<file path="src/rtl/reg_dump_reader_if.sv">
//------------------------------------------------------------------------------
// Module   : reg_dump_reader_if
// Brief    : Control, bank-read and record-stream signals of the register dump reader.
// Revision : 1.0
//------------------------------------------------------------------------------
`default_nettype none

interface reg_dump_reader_if #(
  parameter int ADDR_W = 5,
  parameter int DATA_W = 32
);
  logic              start;
  logic              abort;
  logic [ADDR_W-1:0] rd_addr;
  logic [DATA_W-1:0] rd_data;
  logic              hold_wr;
  logic              out_valid;
  logic              out_ready;
  logic [ADDR_W-1:0] out_index;
  logic [DATA_W-1:0] out_data;
  logic              busy;
  logic              done;

  modport master (
    input  start, abort, rd_data, out_ready,
    output rd_addr, hold_wr, out_valid, out_index, out_data, busy, done
  );

  modport slave (
    output start, abort, rd_data, out_ready,
    input  rd_addr, hold_wr, out_valid, out_index, out_data, busy, done
  );
endinterface

`default_nettype wire

</file>
<file path="src/rtl/reg_dump_reader.sv">
//------------------------------------------------------------------------------
// Module   : reg_dump_reader
// Brief    : Walks the register bank and streams {index, value} records while
//            holding off register writes so the snapshot stays consistent.
// Revision : 1.0
//------------------------------------------------------------------------------
`default_nettype none

module reg_dump_reader #(
  parameter int NUM_REGS = 32,
  parameter int ADDR_W   = 5,
  parameter int DATA_W   = 32
) (
  input  logic                clk,
  input  logic                reset,
  reg_dump_reader_if.master   dump_io
);

  typedef enum logic [2:0] {
    S_IDLE = 3'd0,
    S_ARM  = 3'd1,
    S_READ = 3'd2,
    S_SEND = 3'd3,
    S_DONE = 3'd4
  } state_t;

  localparam logic [ADDR_W-1:0] C_LAST_IDX = ADDR_W'(NUM_REGS - 1);

  state_t            state_q, state_d;
  logic [ADDR_W-1:0] idx_q, idx_d;
  logic [ADDR_W-1:0] out_index_q, out_index_d;
  logic [DATA_W-1:0] out_data_q, out_data_d;

  always_ff @(posedge clk or negedge reset) begin
    if (!reset) begin
      state_q     <= S_IDLE;
      idx_q       <= '0;
      out_index_q <= '0;
      out_data_q  <= '0;
    end else begin
      state_q     <= state_d;
      idx_q       <= idx_d;
      out_index_q <= out_index_d;
      out_data_q  <= out_data_d;
    end
  end

  always_comb begin
    state_d     = state_q;
    idx_d       = idx_q;
    out_index_d = out_index_q;
    out_data_d  = out_data_q;

    case (state_q)
      S_IDLE: begin
        idx_d = '0;
        if (dump_io.start) begin
          state_d = S_ARM;
        end
      end
      S_ARM: begin
        idx_d   = '0;
        state_d = S_READ;
      end
      S_READ: begin
        out_index_d = idx_q;
        out_data_d  = dump_io.rd_data;
        state_d     = S_SEND;
      end
      S_SEND: begin
        if (dump_io.out_ready) begin
          if (idx_q == C_LAST_IDX) begin
            state_d = S_DONE;
          end else begin
            idx_d   = idx_q + 1'b1;
            state_d = S_READ;
          end
        end
      end
      S_DONE: begin
        idx_d   = '0;
        state_d = S_IDLE;
      end
      default: begin
        idx_d   = '0;
        state_d = S_IDLE;
      end
    endcase

    // Abort overrides everything once a dump is running; no done pulse follows.
    if ((state_q != S_IDLE) && dump_io.abort) begin
      idx_d   = '0;
      state_d = S_IDLE;
    end
  end

  assign dump_io.rd_addr   = idx_q;
  assign dump_io.hold_wr   = (state_q == S_ARM) || (state_q == S_READ) || (state_q == S_SEND);
  assign dump_io.out_valid = (state_q == S_SEND);
  assign dump_io.out_index = out_index_q;
  assign dump_io.out_data  = out_data_q;
  assign dump_io.busy      = (state_q != S_IDLE);
  assign dump_io.done      = (state_q == S_DONE);

endmodule

`default_nettype wire

</file>
<file path="src/flat_wrapper.sv">
// flat-port wrapper written by rule: the top's interface ports become plain ports
module reg_dump_reader_flat 
#(
  parameter int NUM_REGS = 32,
  parameter int ADDR_W   = 5,
  parameter int DATA_W   = 32
)
  (clk, reset, dump_io_start, dump_io_abort, dump_io_rd_data, dump_io_out_ready, dump_io_rd_addr, dump_io_hold_wr, dump_io_out_valid, dump_io_out_index, dump_io_out_data, dump_io_busy, dump_io_done);
  reg_dump_reader_if #(.ADDR_W(ADDR_W), .DATA_W(DATA_W)) dump_io_i ();
  input  logic clk;
  input  logic reset;
  input wire logic [$bits(dump_io_i.start)-1:0] dump_io_start;
  input wire logic [$bits(dump_io_i.abort)-1:0] dump_io_abort;
  input wire logic [$bits(dump_io_i.rd_data)-1:0] dump_io_rd_data;
  input wire logic [$bits(dump_io_i.out_ready)-1:0] dump_io_out_ready;
  output wire logic [$bits(dump_io_i.rd_addr)-1:0] dump_io_rd_addr;
  output wire logic [$bits(dump_io_i.hold_wr)-1:0] dump_io_hold_wr;
  output wire logic [$bits(dump_io_i.out_valid)-1:0] dump_io_out_valid;
  output wire logic [$bits(dump_io_i.out_index)-1:0] dump_io_out_index;
  output wire logic [$bits(dump_io_i.out_data)-1:0] dump_io_out_data;
  output wire logic [$bits(dump_io_i.busy)-1:0] dump_io_busy;
  output wire logic [$bits(dump_io_i.done)-1:0] dump_io_done;
  assign dump_io_i.start = dump_io_start;
  assign dump_io_i.abort = dump_io_abort;
  assign dump_io_i.rd_data = dump_io_rd_data;
  assign dump_io_i.out_ready = dump_io_out_ready;
  assign dump_io_rd_addr = dump_io_i.rd_addr;
  assign dump_io_hold_wr = dump_io_i.hold_wr;
  assign dump_io_out_valid = dump_io_i.out_valid;
  assign dump_io_out_index = dump_io_i.out_index;
  assign dump_io_out_data = dump_io_i.out_data;
  assign dump_io_busy = dump_io_i.busy;
  assign dump_io_done = dump_io_i.done;
  reg_dump_reader #(.NUM_REGS(NUM_REGS), .ADDR_W(ADDR_W), .DATA_W(DATA_W)) u_core (.clk(clk), .reset(reset), .dump_io(dump_io_i));
endmodule
</file>
<file path="config.mk">
export PLATFORM = sky130hd
export DESIGN_NAME = reg_dump_reader_flat
export DESIGN_NICKNAME = d
export VERILOG_FILES = /design/src/rtl/reg_dump_reader_if.sv /design/src/rtl/reg_dump_reader.sv /design/src/flat_wrapper.sv
export SDC_FILE = /design/constraint.sdc
export NUM_CORES = 1
export LEC_CHECK = 0
export ABC_CLOCK_PERIOD_IN_PS = 2400
export BUFFER_PORTS_ARGS = -buffer_cell sky130_fd_sc_hd__buf_2
export CAP_MARGIN = 20
export CORE_UTILIZATION = 50
export DETAILED_ROUTE_END_ITERATION = 16
export GPL_ROUTABILITY_DRIVEN = 1
export PLACE_DENSITY = 0.84
export SYNTH_ARGS = -nofsm -noshare
export SYNTH_HDL_FRONTEND = slang
export SYNTH_SLANG_ARGS = --single-unit
</file>
<file path="constraint.sdc">
create_clock -name clk -period 2.4 [get_ports clk]
set_input_delay 0.24 -clock clk [delete_from_list [all_inputs] [get_ports clk]]
set_output_delay 0.24 -clock clk [all_outputs]
set_load 0.1 [all_outputs]
</file>
# Word level (Yosys, flattened, before mapping)
# Index checks and enable logic that the tools add are counted.
# op_classes
n_addsub,1
n_eq_ne,9
muxes,9
reduce_logical,7
# op_table
op,n
$mux 5,3
$mux 3,4
$pmux 3 s4,1
$pmux 5 s2,1
$eq 3x2->1 const B,2
$ne 3x2->1 const B,2
$add 5x1->5 const B,1
$eq 5x5->1 const B,1
$eq 3x1->1 const B,1
$eq 3x3->1 const B,1
$logic_not 3->1,1
$ne 3x3->1 const B,1
$reduce_and 3->1,1
$reduce_bool 3->1,1
$logic_or 1x1->1,2
$ne 2x1->1 const B,1
$reduce_and 2->1,1
$logic_and 1x1->1,1
# word_totals
ff_bits,45
input_bits,37
output_inout_bits,46

# Logic depth before layout (Yosys ltp)
# depth
word_depth,5
mapped_depth,6

# Worst setup path before layout
# OpenSTA, ideal clock, no wires.
# synth_timing
kind,register -> register
startpoint,reg u_core.idx_q[0] (netlist: u_core.dump_io.rd_addr[0])
endpoint,reg u_core.idx_q[3] (netlist: u_core.dump_io.rd_addr[3])
arrival_ns,2.237
t_required_ns,2.277
slack_ns,0.040
stages_incl_launch_ff,7
path_buffers,0
synth_period_minus_slack_ns,2.360
cell_sequence,dfrtp_1 -> ha_1 -> and3_1 -> ha_1 -> and3b_1 -> or2_1 -> a32o_1
# synth_between
elab_chain_cells,5
# synth_rtl
item,line,text
"start, declared",reg_dump_reader.sv:30,"logic [ADDR_W-1:0] idx_q, idx_d;"
"start signal, assigned",reg_dump_reader.sv:42,idx_q <= idx_d;
$add 5x1->5,reg_dump_reader.sv:75,idx_d = idx_q + 1'b1;
$mux 5,reg_dump_reader.sv:72,if (idx_q == C_LAST_IDX) begin
$mux 5,reg_dump_reader.sv:71,if (dump_io.out_ready) begin
$pmux 5 s2,reg_dump_reader.sv:54,case (state_q)
$mux 5,reg_dump_reader.sv:91,if ((state_q != S_IDLE) && dump_io.abort) begin
# Several ways; a longest one is shown, not always the timed one. The select of a mux whose other input is x is not followed.
# A chain may end at the register's enable or synchronous reset.

# Worst setup path after layout
# layout_timing
startpoint,reg u_core.state_q[0]
endpoint,out dump_io_done
# layout_between
elab_chain_cells,1
# layout_rtl
item,line,text
"start, declared",reg_dump_reader.sv:29,"state_t state_q, state_d;"
"start signal, assigned",reg_dump_reader.sv:41,state_q <= state_d;
$eq 3x3->1,reg_dump_reader.sv:103,assign dump_io.done = (state_q == S_DONE);
"end, declared",flat_wrapper.sv:22,output wire logic [$bits(dump_io_i.done)-1:0] dump_io_done;
# Every way passes these cells.

==> results.py <==
metrics = {
    "status": {
        "outcome": "finished clean",
    },
    "grt": {
        "grt_max_degree": 46,
        "antenna_found_initial": 0,
        "grt_pass1_vias": 1275,
        "grt.total_usage_pct": 18.7,
        "grt_pass1_wl_um": 5670,
        "grt-ovfl-total": 0,
    },
    "worst_setup_path": {
        "worstSetupPathType": "reg -> out",
        "start_kind": "register",
        "crit_family": "flip-flops",
        "cp.arrival_ns": 1.71,
        "worstSetupEndpointType": "primary output",
        "crit_buf_inv": 1,
        "crit_chain": "nor2_1 -> and2_1 -> buf_2",
        "crit_slowest_cell": "dfrtp_1",
        "crit_required_ns": 2.16,
        "cp_max_fo": 9,
        "max_stage_delay_ns": 0.54,
    },
    "layout": {
        "areaGrowthSynthToFinish_pct": 27.8,
        "layout-drive-gt1-share_pct": 60.1,
        "antennaDiodeCount": 0,
        "fin_cells": 254,
        "finish.net_count": 246,
    },
    "die": {
        "io_pins": 83,
        "dieArea_mm2": 0.00392,
        "start_util_pct": 53.8,
        "floorplan.die.width_um": 62.6,
        "coreArea_mm2": 0.00342,
        "core.rowCount": 21,
        "die_h_um": 62.6,
    },
    "cts": {
        "postCtsSetupBuffers": 0,
        "numCtsBuffers": 5,
        "cts-root-buf": "clkbuf_4",
        "clk_path_buf_depth": 2,
        "cts.sinks": 45,
        "path_clk_slew_ns": 0.12,
        "hold_buffers": 0,
        "cts_resized": 0,
        "htree_num_levels": 2,
        "cts_tree": "built",
        "clk_latency_ns": 0.33,
    },
    "detailed_routing": {
        "ant_nets": 0,
        "drt-initial-drc-count": 42,
        "drc": 0,
        "wl_per_cell_um": 13.6,
        "num_vias": 1259,
        "viasPerCell": 4.96,
        "wl_um": 3460,
        "drt_first_pass_iters": 4,
    },
    "sta": {
        "tightest_slew_ns": 0.941,
        "fin_tns_setup_ns": 0,
        "post-route-period-util_pct": 81.2,
        "min_period_ns": 1.95,
        "slew_headroom_pct": 37.3,
        "final_max_slew_viol_count": 0,
        "rsz0062_at_grt": "no",
        "finalHoldViolations": 0,
        "setup_viol": 0,
        "max_freq_mhz": 513,
        "skew_ns": 0.0135,
    },
    "worst_hold_path": {
        "hp-class": "in -> async",
    },
    "logic_synthesis": {
        "ys_top_cells_by_area": "dfrtp_1, mux2_2, buf_6",
        "syn-instance-count": 122,
        "ys_ff_latch": 45,
        "synthesis.nets": 161,
        "synth_area_leader_cell": "dfrtp_1",
        "avgSynthCellArea_um2": 15.1,
        "yosysSeqAreaShare_pct": 61.3,
        "ys_warn_count": 0,
        "ys_types": 29,
        "synth_top_area_share_pct": 61.3,
        "synth_area_mm2": 0.00184,
    },
    "placement": {
        "hpwl_um": 2540,
        "dpl.cell_count": 246,
        "port_buffers": 82,
        "place.gp.congestion": 0.775,
    },
    "flow_run": {
        "max-cap-violations": 0,
    },
}
==> cells in the mapped netlist <==
cell and n:
dfrtp_1 45, mux2_2 35, nor2_1 6, buf_6 3, inv_1 3, o21ai_0 3, and3_1 2, ha_1 2
mux2_1 2, o211ai_1 2, a21oi_1 1, a22oi_1 1, a32o_1 1, and2_1 1, and3b_1 1, and4_1 1
buf_4 1, mux2i_1 1, nand3_1 1, nand4b_1 1, nor2_8 1, nor4_1 1, nor4bb_1 1, o2bb2ai_1 1
or2_1 1, or2b_1 1, or3_1 1, or3b_1 1, xor2_1 1
==> flip-flops by register name, summed over array words and instances, names as in the netlist <==
name and cells:
u_core.state_q 3, u_core.dump_io.out_index 5, u_core.dump_io.rd_addr 5, u_core.dump_io.out_data 32
==> worst reg2reg max path: stages, from the launching register on <==
cell and delay [ns]:
dfrtp_1 0.43, ha_1 0.19, and3_1 0.15, ha_1 0.19, and3b_1 0.24, or2_1 0.29
a32o_1 0.23
==> placed cells by master, fill, tap and decap left out, drive strengths merged <==
master / instances
mux2: 37
o21ai: 3
dfrtp: 45
or2b: 1
bufinv: 1
and3: 2
o2bb2ai: 1
or3b: 1
a22oi: 1
ha: 2
nand4b: 1
nor4bb: 1
a32o: 1
a21oi: 1
nor4: 1
and3b: 1
o211ai: 2
buf: 82
or2: 1
mux2i: 1
nand3: 1
xor2: 1
and2: 1
nor2: 7
and4: 1
or3: 1
clkbuf: 7
inv: 3
==> through the flow <==
stage                     area [um^2]  hold WS [ns]  util, %  setup slack [ns]
after floorplan                  1840       -0.0556        -            0.0403
after global placement           2260         0.414     66.3             0.674
after detailed placement         2260         0.445     66.3             0.604
after CTS                        2350        0.0645     68.8             0.456
after global routing             2350        0.0889     68.8             0.362
final                            2350        0.0429     68.8             0.450
==> logic make-up (layout without fill, tap and decap cells) <==
group,after synthesis,in the layout,share of synthesized area (%)
multiplexers,38,38,23.2
adder cells (fa/ha/maj),2,2,1.36
flip-flops,45,45,61.3
AO/OA/AOI/OAI,9,9,3.34
AND/OR/NAND/NOR,20,20,7.49
buffers and inverters,7,93,2.86
XOR/XNOR,1,1,0.477
==> per-layer routing <==
layer	up-vias	routed length, um	GRT usage (%)
met1	596	1460	20.9
li1	607	-	-
met4	0	15	6.40
met3	2	228	4.93
met5	-	0	0
met2	54	1750	34.2
==> area by class of cell <==
class | instances | area, um^2
Sequential cell | 45 | 1130
Fill cell | 267 | 1070
Multi-Input combinational cell | 70 | 659
Timing Repair Buffer | 82 | 410
Tap cell | 46 | 57.6
Clock buffer | 7 | 55.1
Clock inverter | 1 | 30.0
Inverter | 3 | 11.3
==> worst paths after layout <==
kind | from | to | slack, ns | depth (start not counted)
min in group clk | dump_io_abort | u_core.state_q[1] | 0.12 | 2
worst max-delay path | u_core.state_q[0] | dump_io_done | 0.45 | 3
worst min register to register | u_core.dump_io.out_data[2] | u_core.dump_io.out_data[2] | 0.50 | 1
worst max register to register | u_core.dump_io.rd_addr[0] | u_core.dump_io.rd_addr[3] | 0.59 | 6
worst min-delay path | reset | u_core.dump_io.out_data[8] | 0.04 | 1
max in group asynchronous | reset | u_core.dump_io.rd_addr[1] | 1.77 | 1
Power is not shown: default switching activity piles up to over one toggle a cycle in this logic, so the estimate is an artifact.
